==> config.mk <==
export PLATFORM = sky130hd
export DESIGN_NAME = dram_access_sequencer
export DESIGN_NICKNAME = d
export VERILOG_FILES = /design/src/rtl/dram_access_sequencer.sv
export SDC_FILE = /design/constraint.sdc
export NUM_CORES = 1
export LEC_CHECK = 0
export CAP_MARGIN = 20
export CORE_ASPECT_RATIO = 1.1
export CORE_MARGIN = 2
export CORE_UTILIZATION = 50
export CTS_CLUSTER_DIAMETER = 200
export DETAILED_ROUTE_END_ITERATION = 7
export HOLD_SLACK_MARGIN = 0.15
export PLACE_DENSITY = 0.82
export SYNTH_ARGS = -nofsm -noshare
export SYNTH_HDL_FRONTEND = slang
export SYNTH_SLANG_ARGS = --single-unit
==> constraint.sdc <==
create_clock -name CLK -period 2.5 [get_ports CLK]
set_input_delay 0.5 -clock CLK [delete_from_list [all_inputs] [get_ports CLK]]
set_output_delay 0.5 -clock CLK [all_outputs]
set_load 0.01 [all_outputs]
==> src/rtl/dram_access_sequencer.sv <==
// Bridges single-cycle load/store strobes onto a word-wide, byte-strobed memory port.
// Accesses that straddle a word boundary become two beats; load data is aligned and extended.
module dram_access_sequencer #(
    parameter int ADDR_W = 32
) (
    input  logic              CLK,
    input  logic              RST,
    input  logic [ADDR_W-1:0] i_addr,
    input  logic [31:0]       i_wdata,
    input  logic              i_we,
    input  logic              i_le,
    input  logic [2:0]        i_ctrl,
    output logic              o_busy,
    output logic [31:0]       o_odata,
    output logic              m_req,
    output logic              m_we,
    output logic [ADDR_W-1:0] m_addr,
    output logic [31:0]       m_wdata,
    output logic [3:0]        m_wstrb,
    input  logic              m_ack,
    input  logic [31:0]       m_rdata
);

    typedef enum logic [1:0] {S_IDLE, S_BEAT0, S_BEAT1} state_t;

    localparam logic [ADDR_W-3:0] WORD_ONE = 1;

    state_t            state_reg;
    state_t            state_next;
    logic [ADDR_W-1:0] addr_reg;
    logic [31:0]       wdata_reg;
    logic [2:0]        ctrl_reg;
    logic              we_reg;
    logic [31:0]       rdata0_reg;
    logic [31:0]       odata_reg;

    logic [1:0]  off;
    logic [7:0]  size_mask;
    logic [7:0]  strb_wide;
    logic [63:0] wdata_wide;
    logic        split;
    logic        strobe;
    logic        load_done;
    logic [63:0] rd_pair;
    logic [31:0] rd_raw;
    logic [31:0] rd_masked;
    logic [31:0] lane_mask;
    logic        fill;
    logic [31:0] load_result;

    assign strobe = i_le | i_we;
    assign off    = addr_reg[1:0];

    // Lane mask of the access at offset 0; shifting by the offset spills
    // any second-word lanes into the upper nibble.
    always_comb begin
        case (ctrl_reg[1:0])
            2'd0:    size_mask = 8'h01;
            2'd1:    size_mask = 8'h03;
            default: size_mask = 8'h0F;
        endcase
    end

    assign strb_wide  = size_mask << off;
    assign wdata_wide = {32'h0, wdata_reg} << {off, 3'b000};
    assign split      = |strb_wide[7:4];

    // State register
    always_ff @(posedge CLK) begin
        if (RST) begin
            state_reg <= S_IDLE;
        end else begin
            state_reg <= state_next;
        end
    end

    // Next-state logic
    always_comb begin
        state_next = state_reg;
        case (state_reg)
            S_IDLE: begin
                if (strobe) begin
                    state_next = S_BEAT0;
                end
            end
            S_BEAT0: begin
                if (m_ack) begin
                    state_next = split ? S_BEAT1 : S_IDLE;
                end
            end
            S_BEAT1: begin
                if (m_ack) begin
                    state_next = S_IDLE;
                end
            end
            default: state_next = S_IDLE;
        endcase
    end

    // Beat outputs are decoded from registered state only, so they stay stable while m_req is high.
    always_comb begin
        m_req   = 1'b0;
        m_we    = 1'b0;
        m_addr  = '0;
        m_wdata = 32'h0;
        m_wstrb = 4'h0;
        case (state_reg)
            S_BEAT0: begin
                m_req   = 1'b1;
                m_we    = we_reg;
                m_addr  = {addr_reg[ADDR_W-1:2], 2'b00};
                m_wdata = wdata_wide[31:0];
                m_wstrb = strb_wide[3:0];
            end
            S_BEAT1: begin
                m_req   = 1'b1;
                m_we    = we_reg;
                m_addr  = {addr_reg[ADDR_W-1:2] + WORD_ONE, 2'b00};
                m_wdata = wdata_wide[63:32];
                m_wstrb = strb_wide[7:4];
            end
            default: ;
        endcase
    end

    // Load alignment: the second word's low bytes follow the first word's high bytes.
    assign rd_pair = (state_reg == S_BEAT1) ? {m_rdata, rdata0_reg} : {32'h0, m_rdata};
    assign rd_raw  = 32'(rd_pair >> {off, 3'b000});

    generate
        for (genvar gi = 0; gi < 4; gi++) begin : g_lane
            assign lane_mask[8*gi +: 8] = {8{size_mask[gi]}};
            assign rd_masked[8*gi +: 8] = size_mask[gi] ? rd_raw[8*gi +: 8] : 8'h00;
        end
    endgenerate

    always_comb begin
        case (ctrl_reg[1:0])
            2'd0:    fill = rd_raw[7];
            2'd1:    fill = rd_raw[15];
            default: fill = 1'b0;
        endcase
    end

    assign load_result = rd_masked | ({32{fill & ~ctrl_reg[2]}} & ~lane_mask);
    assign load_done   = m_ack & ~we_reg &
                         (((state_reg == S_BEAT0) & ~split) | (state_reg == S_BEAT1));

    // Access capture and result registers
    always_ff @(posedge CLK) begin
        if (RST) begin
            addr_reg   <= '0;
            wdata_reg  <= 32'h0;
            ctrl_reg   <= 3'h0;
            we_reg     <= 1'b0;
            rdata0_reg <= 32'h0;
            odata_reg  <= 32'h0;
        end else begin
            if ((state_reg == S_IDLE) && strobe) begin
                addr_reg  <= i_addr;
                wdata_reg <= i_wdata;
                ctrl_reg  <= i_ctrl;
                we_reg    <= i_we;
            end
            if ((state_reg == S_BEAT0) && m_ack) begin
                rdata0_reg <= m_rdata;
            end
            if (load_done) begin
                odata_reg <= load_result;
            end
        end
    end

    assign o_odata = odata_reg;
    assign o_busy  = (state_reg != S_IDLE) | strobe;

endmodule

## After elaboration in Yosys (flattened, before gate mapping)

Index checks and enable logic that the tools add are counted.

| cells by class | value |
|---|---|
| eq/ne operators | 6 |
| divide/modulo/power cells | 0 |
| magnitude comparators | 0 |
| bitwise logic cells | 13 |
| reduce and logical (&&, ||, !) cells | 8 |
| multiplexer cells | 17 |
| shift-type cells | 3 |
| $mul | 0 |
| add/subtract/negate cells | 1 |

Operators with widths:

| operator | count |
|---|---|
| 32-bit case mux with 2 select lines | 2 |
| 64-bit two-way mux | 1 |
| 32-bit by 5-bit left shift with 64-bit output | 1 |
| 64-bit by 5-bit >> shifter with 32-bit output | 1 |
| 32-bit AND | 1 |
| 8-bit two-way mux | 4 |
| 32-bit inverter | 1 |
| 32-bit bitwise OR | 1 |
| 30-bit by 1-bit adder with 30-bit output (second input constant) | 1 |
| 4-bit case mux with 2 select lines | 2 |
| 2-bit two-way mux | 4 |
| 8-bit by 2-bit left shift with 8-bit output | 1 |
| 2-bit != test (second input constant) | 3 |
| 2-bit case mux with 3 select lines | 1 |
| 1-bit AND | 4 |
| 2-bit by 1-bit == test with 1-bit output (second input constant) | 2 |
| 2-bit zero test | 2 |
| 4-bit OR reduction | 1 |
| 1-bit inverter | 3 |
| 1-bit bitwise OR | 3 |
| 3-bit AND reduction | 1 |
| 2-bit == test (second input constant) | 1 |
| 1-bit logical AND | 2 |
| 1-bit two-way mux | 2 |
| 3 further kinds | 3 |

| storage, ports and cells | value |
|---|---|
| memory bits (read-only) | 0 |
| output and inout port bits | 103 |
| memories kept | 0 |
| RAM bits | 0 |
| input bits | 104 |
| register bits | 134 |
| latch bits | 0 |

## Longest topological paths before layout

Gate-level depths: netlist of the first run.

| logic depth | value |
|---|---|
| word-level depth | 8 |
| gate-level depth with buffers | 10 |
| depth with buffers taken out | 7 |

## Worst setup path before layout of the first run

No wires, ideal clock.

| path | value |
|---|---|
| kind | register to output |
| start point | register addr_reg[2] |
| end point | output m_addr[20] |
| cell stages (with the launch flop) | 7 |
| setup slack | 0.022 ns |
| data arrival time | 1.978 ns |
| path through | dfxtp_1 > ha_1 > nand4_1 > nor4_1 > nand3_1 > xor2_1 > o21ai_0 |

| between the ends | value |
|---|---|
| cells in the longest elaborated chain, start to end | 2 |

Ends and longest elaborated chain:

| item | line | text |
|---|---|---|
| start: declaration | 30 | `logic [ADDR_W-1:0] addr_reg;` |
| start signal: assignment | 160 | `addr_reg <= i_addr;` |
| 30-bit by 1-bit adder with 30-bit output | 118 | `m_addr = {addr_reg[ADDR_W-1:2] + WORD_ONE, 2'b00};` |
| 32-bit case mux with 2 select lines | 107 | `case (state_reg)` |
| end: declaration | 17 | `output logic [ADDR_W-1:0] m_addr,` |

Every way passes these cells.

## Final worst setup path of the first run

| path | value |
|---|---|
| start point | register addr_reg[11] |
| end point | output m_addr[17] |

Same word-level chain as after synthesis.

==> impl_metrics.json, run 1 <==
{
  "status": "finished with violations",
  "violations": "negative setup slack",
  "grt_pass1_wl_um": 44000,
  "pwr-share-comb_pct": 24.3,
  "io_buffers": 204,
  "dpl-instance-area_um2": 10700,
  "slowest_delay_ns": 0.40,
  "yosys.area.top_type": "dfxtp_1",
  "row_count": 48,
  "drtIter0Drc": 1205,
  "postCtsHoldBufs": 0,
  "drc": 0,
  "crit_path_frequent_cell": "nand4_1",
  "setup_viol_count_final": 30,
  "yosys.area.top_type_share_pct": 33.6,
  "viasPerCell": 6.23,
  "multi_input_area_um2": 5310,
  "grt_use_total_pct": 32.1,
  "slowest_stage": "or3_1",
  "synth-seq-cells": 134,
  "yosys-top-cells-area": "dfxtp_1, nand2_1, a21oi_1",
  "max_slew_margin_pct": 48.4,
  "hold_class": "flip-flop to flip-flop",
  "fmax_mhz": 359,
  "vias": 9572,
  "synth_ff_type": "dfxtp_1",
  "start_util_pct": 50.9,
  "crit_path_max_fanout": 3,
  "slew_violations": 0,
  "wl_per_cell_um": 19.9,
  "fin_nets": 1431,
  "cts_buffers": 17,
  "grt_overflow": 0,
  "synthCells": 1053,
  "insertion_delay_ns": 0.43,
  "gp_congestion": 0.928,
  "synthArstFlopShare_pct": 0,
  "antenna_found_initial": 1,
  "clock_skew_ns": 0.00731,
  "fin_util_pct": 76.8,
  "synth_seq_area_share_pct": 33.6,
  "p_switching_mw": 2.09,
  "syn_avg_cell_area_um2": 7.57,
  "synth_warnings": 0,
  "setup_ws_ns": -0.284,
  "final_cell_mix": "nand2_1, clkdlybuf4s50_1, a21oi_1, dfxtp_1, buf_4",
  "rsz0062_at_grt": "yes",
  "synthToLayoutAreaGrowth_pct": 50.9,
  "critPathCaptureType": "output pin",
  "p_per_area_nw_per_um2": 556,
  "register_area_um2": 2720,
  "cts.sinks": 134,
  "vdd_drop_max_mv": 0.448,
  "synth_enable_flop_cells": 0,
  "coreArea_um2": 15700,
  "cts_max_level": 4,
  "layout_commonest_cell": "nand2_1",
  "ioPinCount": 207,
  "p_int_mw": 4.60,
  "synthDistinctLibCells": 58,
  "min_period_ns": 2.78,
  "arrival_ns": 2.28,
  "die_w_um": 124,
  "cts_root_buffer": "clkbuf_16",
  "grt_max_degree": 111,
  "syn-cell-area_um2": 7980,
  "fin_crit_sh_pct": 111,
  "worst_pin_slew_ns": 0.772,
  "start_kind": "flip-flop",
  "dp_hpwl_um": 18100,
  "p_leak_nw": 4.63,
  "pwr-share-clk_pct": 39.1,
  "cts.clk_slew.worst_paths_ns": 0.06,
  "required_ns": 2.00,
  "drtPass1Iterations": 6,
  "die-area_um2": 17000,
  "clockBufferDepth": 2,
  "layout-drive-gt1-share_pct": 28.2,
  "finalHoldViolCount": 0,
  "totalWireLength_um": 30600,
  "p_seq_share_pct": 36.6,
  "die_h_um": 136,
  "crit_chain": "nand4_1 > nor4_2 > buf_4 > buf_6 > nand4_1 > or3_1 > o21ai_2 > buf_2",
  "drtAntennaViolNets": 0,
  "grt_pass1_vias": 8465,
  "max-cap-violations": 0,
  "swShare_pct": 31.2,
  "path_class": "flip-flop to output pin",
  "final_cell_area_um2": 12000,
  "tritoncts": "yes",
  "nFillCells": 1024
}
==> power groups by stage <==
stage	clock network (mW)	registers [mW]	logic, mW
floorplan	0	2.46	0.737
global placement	0	2.46	1.33
detailed placement	0	2.47	1.35
CTS	2.61	2.43	1.45
global route	2.73	2.46	1.72
finish	2.62	2.45	1.63
==> per-layer routing <==
metal  global-route usage [%]  up-vias  share of wire, %
li1                         -     4283                 -
met1                     39.6     4477                38
met2                     53.9      681                48
met3                     7.60      131                10
met4                     13.4        0               4.3
met5                        0        -                 0
==> metrics by stage <==
stage	worst slack, ns	hold slack (ns)	setup TNS [ns]	power, mW	cells
after floorplan	0.0218	0.433	0	3.20	1054
after global placement	-0.219	0.438	-1.83	3.80	1461
after detailed placement	-0.200	0.447	-2.44	3.82	1461
after CTS	-0.148	0.455	-0.727	6.49	1511
after global routing	-0.397	0.474	-6.18	6.91	1536
final	-0.284	0.453	-2.93	6.69	1536
==> worst paths after layout <==
kind | startpoint | to | slack [ns] | depth (start not counted)
setup / recovery | addr_reg[11]$_SDFFE_PP0P_ | m_addr[17] | -0.28 | 8
hold / removal | rdata0_reg[6]$_SDFFE_PP0P_ | rdata0_reg[6]$_SDFFE_PP0P_ | 0.45 | 2
setup reg to reg | state_reg[1]$_SDFFE_PP0P_ | o_odata[17]$_SDFFE_PP0P_ | 0.08 | 9
hold reg to reg | rdata0_reg[6]$_SDFFE_PP0P_ | rdata0_reg[6]$_SDFFE_PP0P_ | 0.45 | 2
==> worst max-delay path, delay by kind of cell, from the launching register on <==
kind,cells,cell delay (ns)
buffers and inverters,3,0.43
AND/OR/NAND/NOR,4,0.99
flip-flops,1,0.34
AO/OA/AOI/OAI,1,0.08
==> cells in the mapped netlist (all sizes together), types with 8 or more instances <==
master    n
a211oi   16
a21oi   151
a22o     16
a22oi    10
and2     17
buf      35
clkbuf   59
dfxtp   134
inv       8
mux2     13
mux2i    62
nand2   244
nand2b   10
nand3    22
nand4    12
nor2     41
nor2b    29
o21ai    67
o221a     8
o22ai    10
==> repair_timing <==
item | in CTS | in global routing
buffers inserted | 16 | 19
resized for setup | 292 | 139
setup endpoints to repair | 67 | 66
gates cloned | 2 | 4
pin swaps | 31 | 34
==> cell families (layout without fill, tap and decap cells) <==
family	after synthesis	in the layout	share of synthesized area (%)
other	1	3	0.0470
AOI/OAI and AO/OA	321	321	25.2
muxes	82	82	11.6
DFF	134	134	33.6
xor gates and xnor gates	8	8	0.878
buffers and inverters	102	383	5.52
adders and majority gates	5	5	0.784
and+or+nand+nor	400	400	22.3
==> cell type report <==
cell class                      count  share of cell area (%)
Multi-Input combinational cell    818                    44.1
Antenna cell                        1                  0.0208
Timing Repair Buffer              343                    25.9
Tap cell                          200                    2.08
Clock buffer                       17                    3.53
Inverter                            8                   0.291
Clock inverter                     15                    1.53
Sequential cell                   134                    22.6
Power figures use the tool's default switching activity.
==> run 2, diff against run 1 <==
--- a/config.mk
+++ b/config.mk
@@ -10,6 +10,7 @@
 export CORE_MARGIN = 2
 export CORE_UTILIZATION = 50
 export CTS_CLUSTER_DIAMETER = 200
+export CTS_CLUSTER_SIZE = 10
 export DETAILED_ROUTE_END_ITERATION = 7
 export HOLD_SLACK_MARGIN = 0.15
 export PLACE_DENSITY = 0.82
==> results of run 2 <==
The final DEF is identical to that of run 1; final timing and power are the same.
